$ cat config.mk
export PLATFORM = sky130hd
export DESIGN_NAME = hdmi_timing_ctrl
export DESIGN_NICKNAME = d
export VERILOG_FILES = /design/src/rtl/hdmi_timing_pkg.sv /design/src/rtl/hdmi_timing_axis.sv /design/src/rtl/hdmi_timing_ctrl.sv
export SDC_FILE = /design/constraint.sdc
export NUM_CORES = 1
export LEC_CHECK = 0
export CAP_MARGIN = 20
export CORE_MARGIN = 4
export CORE_UTILIZATION = 40
export CTS_CLUSTER_SIZE = 14
export DETAILED_ROUTE_END_ITERATION = 6
export PLACE_DENSITY_LB_ADDON = 0.08
export SLEW_MARGIN = 10
export SYNTH_ARGS = -nofsm -noshare
export SYNTH_HDL_FRONTEND = slang
export SYNTH_SLANG_ARGS = --single-unit
$ cat constraint.sdc
create_clock -name clock_pixel -period 2.85 [get_ports clock_pixel]
set_clock_uncertainty 0.05 [all_clocks]
set_input_delay 0.7125 -clock clock_pixel [delete_from_list [all_inputs] [get_ports clock_pixel]]
set_output_delay 0.7125 -clock clock_pixel [all_outputs]
set_load 0.02 [all_outputs]
$ cat src/rtl/hdmi_timing_pkg.sv
// Shared constants for the HDMI timing controller: mode tables, FSM encoding,
// counter width and a small region-decode helper.
package hdmi_timing_pkg;

    localparam int unsigned CNT_W     = 11;
    localparam int unsigned MAX_TOTAL = 2047;

    typedef enum logic {
        IDLE = 1'b0,
        RUN  = 1'b1
    } state_t;

    // 800x600 @ 60 Hz
    localparam int unsigned M60_HAPIX = 800;
    localparam int unsigned M60_HFPOR = 40;
    localparam int unsigned M60_HSPUL = 128;
    localparam int unsigned M60_HBPOR = 88;
    localparam int unsigned M60_VAPIX = 600;
    localparam int unsigned M60_VFPOR = 1;
    localparam int unsigned M60_VSPUL = 4;
    localparam int unsigned M60_VBPOR = 23;

    // 800x600 @ 120 Hz (reduced blanking)
    localparam int unsigned M120_HAPIX = 800;
    localparam int unsigned M120_HFPOR = 48;
    localparam int unsigned M120_HSPUL = 32;
    localparam int unsigned M120_HBPOR = 80;
    localparam int unsigned M120_VAPIX = 600;
    localparam int unsigned M120_VFPOR = 3;
    localparam int unsigned M120_VSPUL = 4;
    localparam int unsigned M120_VBPOR = 29;

    function automatic logic in_window(input logic [CNT_W-1:0] pos,
                                       input logic [CNT_W-1:0] lo,
                                       input logic [CNT_W-1:0] hi);
        return (pos >= lo) && (pos < hi);
    endfunction

endpackage

$ cat src/rtl/hdmi_timing_axis.sv
// One timing axis: wrap counter with advance/clear, region flags for the
// current position and an active-region lookahead for the next position.
module hdmi_timing_axis
    import hdmi_timing_pkg::*;
#(
    parameter int unsigned ACTIVE = M60_HAPIX,
    parameter int unsigned FPOR   = M60_HFPOR,
    parameter int unsigned SPUL   = M60_HSPUL,
    parameter int unsigned BPOR   = M60_HBPOR
) (
    input  logic             i_clk,
    input  logic             i_advance,
    input  logic             i_clear,
    output logic [CNT_W-1:0] o_count,
    output logic             o_wrap,
    output logic             o_active,
    output logic             o_sync,
    output logic             o_next_active
);

    localparam int unsigned TOTAL = ACTIVE + FPOR + SPUL + BPOR;
    localparam logic [CNT_W-1:0] LAST     = CNT_W'(TOTAL - 1);
    localparam logic [CNT_W-1:0] ACT_END  = CNT_W'(ACTIVE);
    localparam logic [CNT_W-1:0] SYNC_BEG = CNT_W'(ACTIVE + FPOR);
    localparam logic [CNT_W-1:0] SYNC_END = CNT_W'(ACTIVE + FPOR + SPUL);

    generate
        if (ACTIVE == 0 || FPOR == 0 || SPUL == 0 || BPOR == 0 || TOTAL > MAX_TOTAL) begin : g_bad_params
            $error("hdmi_timing_axis: zero width or total %0d above %0d", TOTAL, MAX_TOTAL);
        end
    endgenerate

    logic [CNT_W-1:0] r_count;
    logic [CNT_W-1:0] w_next;
    logic             w_at_last;

    // Clear wins over advance so reset and IDLE always park the counter at 0.
    always_comb begin
        w_at_last = (r_count == LAST);
        w_next    = r_count;
        if (i_clear) begin
            w_next = '0;
        end else if (i_advance) begin
            w_next = w_at_last ? '0 : r_count + CNT_W'(1);
        end
    end

    always_ff @(posedge i_clk) begin
        r_count <= w_next;
    end

    assign o_count       = r_count;
    assign o_wrap        = i_advance & w_at_last & ~i_clear;
    assign o_active      = (r_count < ACT_END);
    assign o_sync        = in_window(r_count, SYNC_BEG, SYNC_END);
    assign o_next_active = (w_next < ACT_END);

endmodule

$ cat src/rtl/hdmi_timing_ctrl.sv
// Video timing controller for the TMDS transmitter: registered syncs, DE,
// coordinates and a one-cycle-early pixel request; starts/stops on frame edges.
module hdmi_timing_ctrl
    import hdmi_timing_pkg::*;
#(
    parameter int unsigned HAPIX     = M60_HAPIX,
    parameter int unsigned HFPOR     = M60_HFPOR,
    parameter int unsigned HSPUL     = M60_HSPUL,
    parameter int unsigned HBPOR     = M60_HBPOR,
    parameter int unsigned VAPIX     = M60_VAPIX,
    parameter int unsigned VFPOR     = M60_VFPOR,
    parameter int unsigned VSPUL     = M60_VSPUL,
    parameter int unsigned VBPOR     = M60_VBPOR,
    parameter bit          HSYNC_POL = 1'b1,
    parameter bit          VSYNC_POL = 1'b1
) (
    input  logic             clock_pixel,
    input  logic             iReset,
    input  logic             iEnable,
    output logic             SYNC_H,
    output logic             SYNC_V,
    output logic             DE,
    output logic             oRequest,
    output logic [CNT_W-1:0] oX,
    output logic [CNT_W-1:0] oY,
    output logic             oFrameStart,
    output logic             oBusy
);

    state_t           r_state;
    state_t           w_state_next;
    logic             w_run;
    logic             w_clear;
    logic [CNT_W-1:0] w_h;
    logic [CNT_W-1:0] w_v;
    logic             w_h_wrap;
    logic             w_v_wrap;
    logic             w_h_active;
    logic             w_v_active;
    logic             w_h_sync;
    logic             w_v_sync;
    logic             w_h_next_active;
    logic             w_v_next_active;
    logic             w_de_now;

    logic             r_de;
    logic             r_req;
    logic             r_fs;
    logic             r_sync_h;
    logic             r_sync_v;
    logic [CNT_W-1:0] r_x;
    logic [CNT_W-1:0] r_y;

    hdmi_timing_axis #(
        .ACTIVE(HAPIX), .FPOR(HFPOR), .SPUL(HSPUL), .BPOR(HBPOR)
    ) u_h_axis (
        .i_clk         (clock_pixel),
        .i_advance     (w_run),
        .i_clear       (w_clear),
        .o_count       (w_h),
        .o_wrap        (w_h_wrap),
        .o_active      (w_h_active),
        .o_sync        (w_h_sync),
        .o_next_active (w_h_next_active)
    );

    hdmi_timing_axis #(
        .ACTIVE(VAPIX), .FPOR(VFPOR), .SPUL(VSPUL), .BPOR(VBPOR)
    ) u_v_axis (
        .i_clk         (clock_pixel),
        .i_advance     (w_h_wrap),
        .i_clear       (w_clear),
        .o_count       (w_v),
        .o_wrap        (w_v_wrap),
        .o_active      (w_v_active),
        .o_sync        (w_v_sync),
        .o_next_active (w_v_next_active)
    );

    always_ff @(posedge clock_pixel) begin
        if (iReset) begin
            r_state <= IDLE;
        end else begin
            r_state <= w_state_next;
        end
    end

    // Leaving RUN is only possible on the last position of a frame.
    always_comb begin
        w_state_next = r_state;
        unique case (r_state)
            IDLE:    if (iEnable) w_state_next = RUN;
            RUN:     if (w_v_wrap && !iEnable) w_state_next = IDLE;
            default: w_state_next = IDLE;
        endcase
    end

    always_comb begin
        w_run   = (r_state == RUN);
        w_clear = iReset | ~w_run;
        oBusy   = w_run;
    end

    assign w_de_now = w_run & w_h_active & w_v_active;

    always_ff @(posedge clock_pixel) begin
        if (iReset) begin
            r_de     <= 1'b0;
            r_req    <= 1'b0;
            r_fs     <= 1'b0;
            r_x      <= '0;
            r_y      <= '0;
            r_sync_h <= ~HSYNC_POL;
            r_sync_v <= ~VSYNC_POL;
        end else begin
            r_de     <= w_de_now;
            // Request looks at the position the counters move to on this edge.
            r_req    <= (w_state_next == RUN) & w_h_next_active & w_v_next_active;
            r_fs     <= w_de_now & (w_h == '0) & (w_v == '0);
            r_x      <= w_de_now ? w_h : '0;
            r_y      <= w_de_now ? w_v : '0;
            r_sync_h <= ~((w_run & w_h_sync) ^ HSYNC_POL);
            r_sync_v <= ~((w_run & w_v_sync) ^ VSYNC_POL);
        end
    end

    assign DE          = r_de;
    assign oRequest    = r_req;
    assign oFrameStart = r_fs;
    assign oX          = r_x;
    assign oY          = r_y;
    assign SYNC_H      = r_sync_h;
    assign SYNC_V      = r_sync_v;

endmodule

==> results of run 1 <==
-- per-stage QoR --
| step | hold WS, ns | utilization (%) | worst slack (ns) | std cells |
|---|---|---|---|---|
| after global routing | 0.503 | 50.5 | 0.274 | 334 |
| after detailed placement | 0.450 | 48.3 | 0.133 | 326 |
| after floorplan | 0.399 | - | 0.778 | 240 |
| final | 0.466 | 50.5 | 0.420 | 334 |
| after CTS | 0.474 | 50.5 | 0.448 | 334 |
| after global placement | 0.436 | 48.3 | 0.255 | 326 |
-- synth_stat cells (2+ instances only) --
| library cell | instances |
|---|---|
| a21oi_1 | 2 |
| and4_1 | 3 |
| a31oi_1 | 2 |
| clkbuf_1 | 10 |
| nor3_1 | 4 |
| dfxtp_1 | 50 |
| and3_1 | 3 |
| o21ai_0 | 5 |
| and2_1 | 24 |
| nor4_1 | 5 |
| nor2_1 | 18 |
| a211oi_2 | 2 |
| o22ai_1 | 3 |
| xor2_1 | 4 |
| ha_1 | 5 |
| o21ai_1 | 4 |
| a21o_1 | 2 |
| nand2_1 | 22 |
| o31ai_1 | 5 |
| buf_2 | 7 |
| xnor2_1 | 8 |
| or3_1 | 3 |
| nand3_1 | 12 |
| nand4_1 | 6 |
| or4_1 | 3 |
| nor2b_1 | 2 |
| inv_1 | 8 |
-- final cells by class --
| cell class | instances | share of cell area [%] |
|---|---|---|
| clock buffers | 5 | 2.63 |
| clock inverters | 3 | 1.82 |
| flip-flops and latches | 50 | 38.3 |
| well taps | 70 | 3.35 |
| inverters | 8 | 1.15 |
| multi-input cells | 165 | 40.4 |
| repair buffers | 33 | 12.4 |
-- power by group through the flow --
| stage | clock network [mW] | registers (mW) | logic [mW] |
|---|---|---|---|
| floorplan | 0 | 0.736 | 0.0221 |
| global placement | 0 | 0.729 | 0.0567 |
| detailed placement | 0 | 0.730 | 0.0571 |
| CTS | 0.521 | 0.713 | 0.0573 |
| global route | 0.549 | 0.715 | 0.0623 |
| finish | 0.503 | 0.713 | 0.0559 |
-- layout by cell type (no fill, tap or decap), drive strengths merged, types with 2 or more instances in the layout --
| master | instances |
|---|---|
| clkbuf | 5 |
| nand2 | 22 |
| nand4 | 7 |
| buf | 3 |
| nor2b | 2 |
| and4 | 3 |
| a211oi | 2 |
| xnor2 | 8 |
| nand3 | 12 |
| and2 | 24 |
| o22ai | 3 |
| a21o | 2 |
| ha | 5 |
| o31ai | 5 |
| nor3 | 6 |
| xor2 | 4 |
| a21oi | 2 |
| clkdlybuf4s50 | 30 |
| and3 | 3 |
| a31oi | 2 |
| dfxtp | 50 |
| conb | 2 |
| or3 | 4 |
| nor4 | 6 |
| nor2 | 18 |
| o21ai | 9 |
| inv | 9 |
| or4 | 3 |
-- registers in the layout, summed over array words and instances (netlist names) --
name / flops
oX: 11
oY: 11
u_h_axis.o_count: 11
u_v_axis.o_count: 11
DE: 1
SYNC_H: 1
SYNC_V: 1
oBusy: 1
oFrameStart: 1
oRequest: 1
-- worst paths after layout --
kind	from	cells past startpoint	endpoint
max	iReset	7	oRequest$_SDFF_PP0_
min	u_h_axis.o_count[0]$_SDFFE_PN0P_	1	u_h_axis.o_count[0]$_SDFFE_PN0P_
max reg2reg	u_h_axis.o_count[0]$_SDFFE_PN0P_	7	oRequest$_SDFF_PP0_
min reg2reg	u_h_axis.o_count[0]$_SDFFE_PN0P_	1	u_h_axis.o_count[0]$_SDFFE_PN0P_
-- routing by layer --
metal / track usage [%] / up-vias / wire length, um
li1: - / 870 / -
met1: 20.0 / 792 / 2140
met2: 22.6 / 40 / 2020
met3: 3.66 / 5 / 231
met4: 5.74 / 0 / 55
met5: 0 / - / 0
-- cell families after synthesis --
logic type / Yosys count / synth area share, %
AO/OA/AOI/OAI: 34 / 11.2
AND/OR/NAND/NOR: 112 / 29.4
buffers and inverters: 25 / 4.78
flip-flops: 50 / 46.6
adder cells (fa/ha/maj): 5 / 2.91
other: 1 / 0.175
XOR/XNOR: 12 / 4.89
==> impl_metrics.py, run 1 <==
metrics = {
    "critical_path": {
        "crit_slowest_cell": "clkdlybuf4s50_1",
        "endpoint_kind": "flop",
        "cp_data_arrival_time_ns": 2.60,
        "crit_family": "compound AO/OA/AOI/OAI gates",
        "path_cells": "clkdlybuf4s50_1 -> nand2b_1 -> a41oi_1 -> and2_1 -> a31oi_1 -> o2111ai_1 -> a211oi_2",
        "crit_path_max_fanout": 10,
        "critPathBufInv": 1,
        "worstSetupStartpointType": "input pin",
        "cp_data_required_time_ns": 3.02,
        "ff2ff_setup_slack_ns": 0.46,
        "crit_type": "input pin to flop",
        "slowest_delay_ns": 0.51,
    },
    "detailed_routing": {
        "routed_wl_um": 4440,
        "drt.antenna.violating_nets": 0,
        "drtIter0Drc": 154,
        "avgViaCountPerCell": 5.11,
        "first_pass_iters": 4,
        "post_drt_wl_per_cell_um": 13.3,
        "dr_total_vias": 1707,
        "drc": 0,
    },
    "power_and_ir_drop": {
        "intPower_mw": 0.996,
        "p_seq_share_pct": 56.0,
        "total_power_mw": 1.27,
        "p_leak_nw": 0.933,
        "p_clk_share_pct": 39.6,
        "vdd_drop_max_mv": 0.196,
        "switchingPower_mw": 0.276,
        "comb_power_share_pct": 4.4,
        "powerDensity_nw_per_um2": 487,
        "p_sw_share_pct": 21.7,
    },
    "logic_synthesis": {
        "synth_edf_count": 0,
        "synth_largest_area_cell": "dfxtp_1",
        "synth_cell_types": 44,
        "synth-main-ff-cell": "dfxtp_1",
        "yosysTopAreaCellShare_pct": 46.6,
        "ys_seq_elements": 50,
        "synth_cells": 239,
        "netlist_area_um2": 2150,
        "synth_area_leaders": "dfxtp_1, and2_1, nand2_1",
        "avgSynthCellArea_um2": 8.99,
        "async_flop_share_pct": 0,
        "ys_seq_area_share_pct": 46.6,
        "yosysWarningCount": 0,
    },
    "cts": {
        "htree_num_levels": 2,
        "cts_tree": "yes",
        "ctsRootBufferMaster": "clkbuf_8",
        "clock_sinks": 50,
        "cts_resized": 0,
        "clk_pin_slew_ns": 0.09,
        "ctsHoldBuffers": 0,
        "clock_path_buffers": 2,
        "numCtsBuffers": 5,
        "postCtsSetupBuffers": 0,
        "insertion_delay_ns": 0.30,
    },
    "layout": {
        "syn_to_final_growth_pct": 21.6,
        "num_antenna_cells": 0,
        "register_area_um2": 1000,
        "nFillCells": 478,
        "final_cell_area_um2": 2610,
        "finalNetCount": 271,
        "multi_input_area_um2": 1050,
        "drive_gt1_share_pct": 8.33,
    },
    "floorplanning": {
        "die_y_um": 81.3,
        "die_w_um": 81.3,
        "initial_utilization_pct": 41.5,
        "die-area_um2": 6610,
        "rows": 26,
        "core_area_um2": 5170,
        "io-pin-count": 31,
    },
    "place": {
        "place_congestion": 0.917,
        "numPortBuffers": 30,
        "dp_hpwl_um": 3240,
        "dpl_cell_area_um2": 2500,
    },
    "sta": {
        "slew_headroom_pct": 65.6,
        "worstMarginPinSlew_ns": 0.511,
        "finalCritPeriodShare_pct": 85.3,
        "slew_violations": 0,
        "hold_viol": 0,
        "fmax_mhz": 412,
        "period_minus_slack_ns": 2.43,
        "rsz0062_at_grt": "false",
        "timing.setup.tns_ns": 0,
        "finalSetupViolCount": 0,
    },
    "global_routing": {
        "antenna_found_initial": 0,
        "grt_pass1_vias": 1600,
        "grt_max_degree": 18,
        "grt_usage_pct": 14.8,
        "grt_pass1_wl_um": 7510,
        "overflow": 0,
    },
    "worst_hold_path": {
        "hp-class": "flop to flop",
    },
    "status": {
        "status": "complete, no violations",
    },
    "job": {
        "max_cap_violations": 0,
    },
}
Power figures use the tool's default switching activity.
==> run 2, diff against run 1 <==
SYNTH_HIERARCHICAL = 1   (was not set)
==> impl_metrics.py, run 2 <==
metrics = {
    "sta": {
        "timing.hold.ws_ns": 0.517,
        "fin_ws_ns": 0.189,
        "period_minus_slack_ns": 2.66,
        "worstMarginPinSlew_ns": 0.423,
        "timing.setup.tns_ns": 0,
        "slew_violations": 0,
        "slew_headroom_pct": 71.8,
        "finalCritPeriodShare_pct": 93.4,
        "fmax_mhz": 376,
        "rsz0062_at_grt": "false",
        "finalSetupViolCount": 0,
        "hold_viol": 0,
    },
    "cts": {
        "ctsHoldBuffers": 0,
        "cts_resized": 0,
        "clock_sinks": 50,
        "ctsRootBufferMaster": "clkbuf_8",
        "clock_path_buffers": 2,
        "numCtsBuffers": 5,
        "cts_tree": "yes",
        "clk_pin_slew_ns": 0.10,
        "insertion_delay_ns": 0.31,
        "htree_num_levels": 2,
        "postCtsSetupBuffers": 0,
    },
    "place": {
        "dp.cells": 349,
        "dp_hpwl_um": 3580,
        "place_ws_ns": -0.129,
        "dpl_cell_area_um2": 2750,
        "numPortBuffers": 30,
        "place_congestion": 0.899,
    },
    "layout": {
        "final_cell_area_um2": 2840,
        "num_antenna_cells": 0,
        "nFillCells": 549,
        "multi_input_area_um2": 1190,
        "final_cells": 357,
        "drive_gt1_share_pct": 18.9,
        "finalNetCount": 291,
        "register_area_um2": 1000,
        "fin_util_pct": 51.2,
        "syn_to_final_growth_pct": 24.0,
        "layout_commonest_cell": "dfxtp_1",
        "final_cell_mix": "dfxtp_1, clkdlybuf4s50_1, nor2_1",
    },
    "logic_synthesis": {
        "synth_edf_count": 0,
        "avgSynthCellArea_um2": 9.57,
        "yosysTopAreaCellShare_pct": 43.8,
        "yosys-top-cells-count": "dfxtp_1, nor2_1, and2_2",
        "yosysWarningCount": 6,
        "synth_cells": 239,
        "synth_largest_area_cell": "dfxtp_1",
        "synth_area_leaders": "dfxtp_1, and2_2, xor2_1",
        "ys_seq_area_share_pct": 43.8,
        "netlist_area_um2": 2290,
        "ys_seq_elements": 50,
        "synth-main-ff-cell": "dfxtp_1",
        "synth_most_common_cell": "dfxtp_1",
        "async_flop_share_pct": 0,
        "synth_nets": 246,
        "synth_cell_types": 55,
    },
    "critical_path": {
        "crit_path_max_fanout": 5,
        "endpoint_kind": "flop",
        "crit_slowest_cell": "or4_1",
        "cp_data_arrival_time_ns": 2.81,
        "cp_data_required_time_ns": 3.00,
        "worstSetupStartpointType": "input pin",
        "slowest_delay_ns": 0.55,
        "path_cells": "clkdlybuf4s50_1 -> nor2b_4 -> inv_1 -> nor3_1 -> buf_4 -> nand4_4 -> or4_1 -> a21oi_2 -> a32oi_1 -> and3_1",
        "crit_type": "input pin to flop",
    },
    "floorplanning": {
        "die-area_um2": 6990,
        "die_w_um": 83.6,
        "io-pin-count": 31,
        "rows": 27,
        "initial_utilization_pct": 41.3,
        "die_y_um": 83.6,
        "core_area_um2": 5540,
    },
    "worst_hold_path": {
        "hp-class": "flop to flop",
    },
    "global_routing": {
        "grt_max_degree": 25,
        "grt_pass1_vias": 1756,
        "overflow": 0,
        "antenna_found_initial": 0,
        "grt_pass1_wl_um": 8670,
        "grt_usage_pct": 15.0,
    },
    "detailed_routing": {
        "avgViaCountPerCell": 5.14,
        "routed_wl_um": 5030,
        "drtIter0Drc": 120,
        "drt.antenna.violating_nets": 0,
        "post_drt_wl_per_cell_um": 14.1,
        "dr_total_vias": 1836,
        "first_pass_iters": 4,
        "drc": 0,
    },
    "status": {
        "status": "complete, no violations",
    },
    "job": {
        "max_cap_violations": 0,
    },
    "power_and_ir_drop": {
        "vdd_drop_max_mv": 0.188,
        "p_clk_share_pct": 35.5,
        "total_power_mw": 1.17,
        "switchingPower_mw": 0.268,
        "intPower_mw": 0.897,
        "p_leak_nw": 1.05,
        "p_seq_share_pct": 60.5,
        "p_sw_share_pct": 23.0,
        "comb_power_share_pct": 4.0,
        "powerDensity_nw_per_um2": 411,
    },
}
## run 2: cell types whose count changed in the layout (fill, tap and decap cells not counted), sizes merged, moves of 4 or more
cell / change
nor2: +4
a21oi: +8
buf: +15
xor2: +7
nand2: -12
## run 2: power by group through the flow
stage,Combinational (mW),Clock [mW],Sequential [mW]
4_1_cts,0.0474,0.437,0.705
3_5_place_dp,0.0472,0,0.722
2_1_floorplan,0.0210,0,0.727
6_report,0.0468,0.413,0.705
3_3_place_gp,0.0471,0,0.722
5_1_grt,0.0509,0.462,0.706
## run 2: logic make-up after synthesis
family                     Yosys count  share of synthesized area (%)
AOI/OAI and AO/OA                   35                           11.2
xor gates and xnor gates            17                           6.51
adders and majority gates            4                           2.19
buffers and inverters               18                           4.27
DFF                                 50                           43.8
muxes                                1                          0.656
and+or+nand+nor                    114                           31.4
## run 2: layout make-up
class | instances | share of cell area (%)
Multi-Input combinational cell | 171 | 41.9
Sequential cell | 50 | 35.3
Timing Repair Buffer | 48 | 15.4
Tap cell | 72 | 3.18
Clock buffer | 5 | 2.43
Inverter | 8 | 1.06
Clock inverter | 3 | 0.750
## run 2: per-layer routing
metal | routed length (um) | vias up | share of wire [%] | GRT usage, %
li1 | - | 944 | - | -
met1 | 2690 | 848 | 53 | 22.6
met2 | 2060 | 38 | 41 | 20.8
met3 | 201 | 6 | 4.0 | 3.16
met4 | 79 | 0 | 1.6 | 5.26
met5 | 0 | - | 0 | 0
## run 2: path summary, 6_finish.rpt
kind	from	endpoint	slack, ns	cells after the start
hold reg to reg	u_h_axis/o_count[1]$_SDFFE_PP0P_	u_h_axis/o_count[1]$_SDFFE_PP0P_	0.52	2
setup / recovery	iReset	oRequest$_SDFF_PP0_	0.19	10
hold / removal	u_h_axis/o_count[1]$_SDFFE_PP0P_	u_h_axis/o_count[1]$_SDFFE_PP0P_	0.52	2
setup reg to reg	u_h_axis/o_count[6]$_DFF_P_	oRequest$_SDFF_PP0_	0.30	9
## run 2: worst max-delay path: cells and delay by family
family          cells  cell delay [ns]
buf+inv             3             0.68
compound gates      2             0.29
simple gates        5             1.13
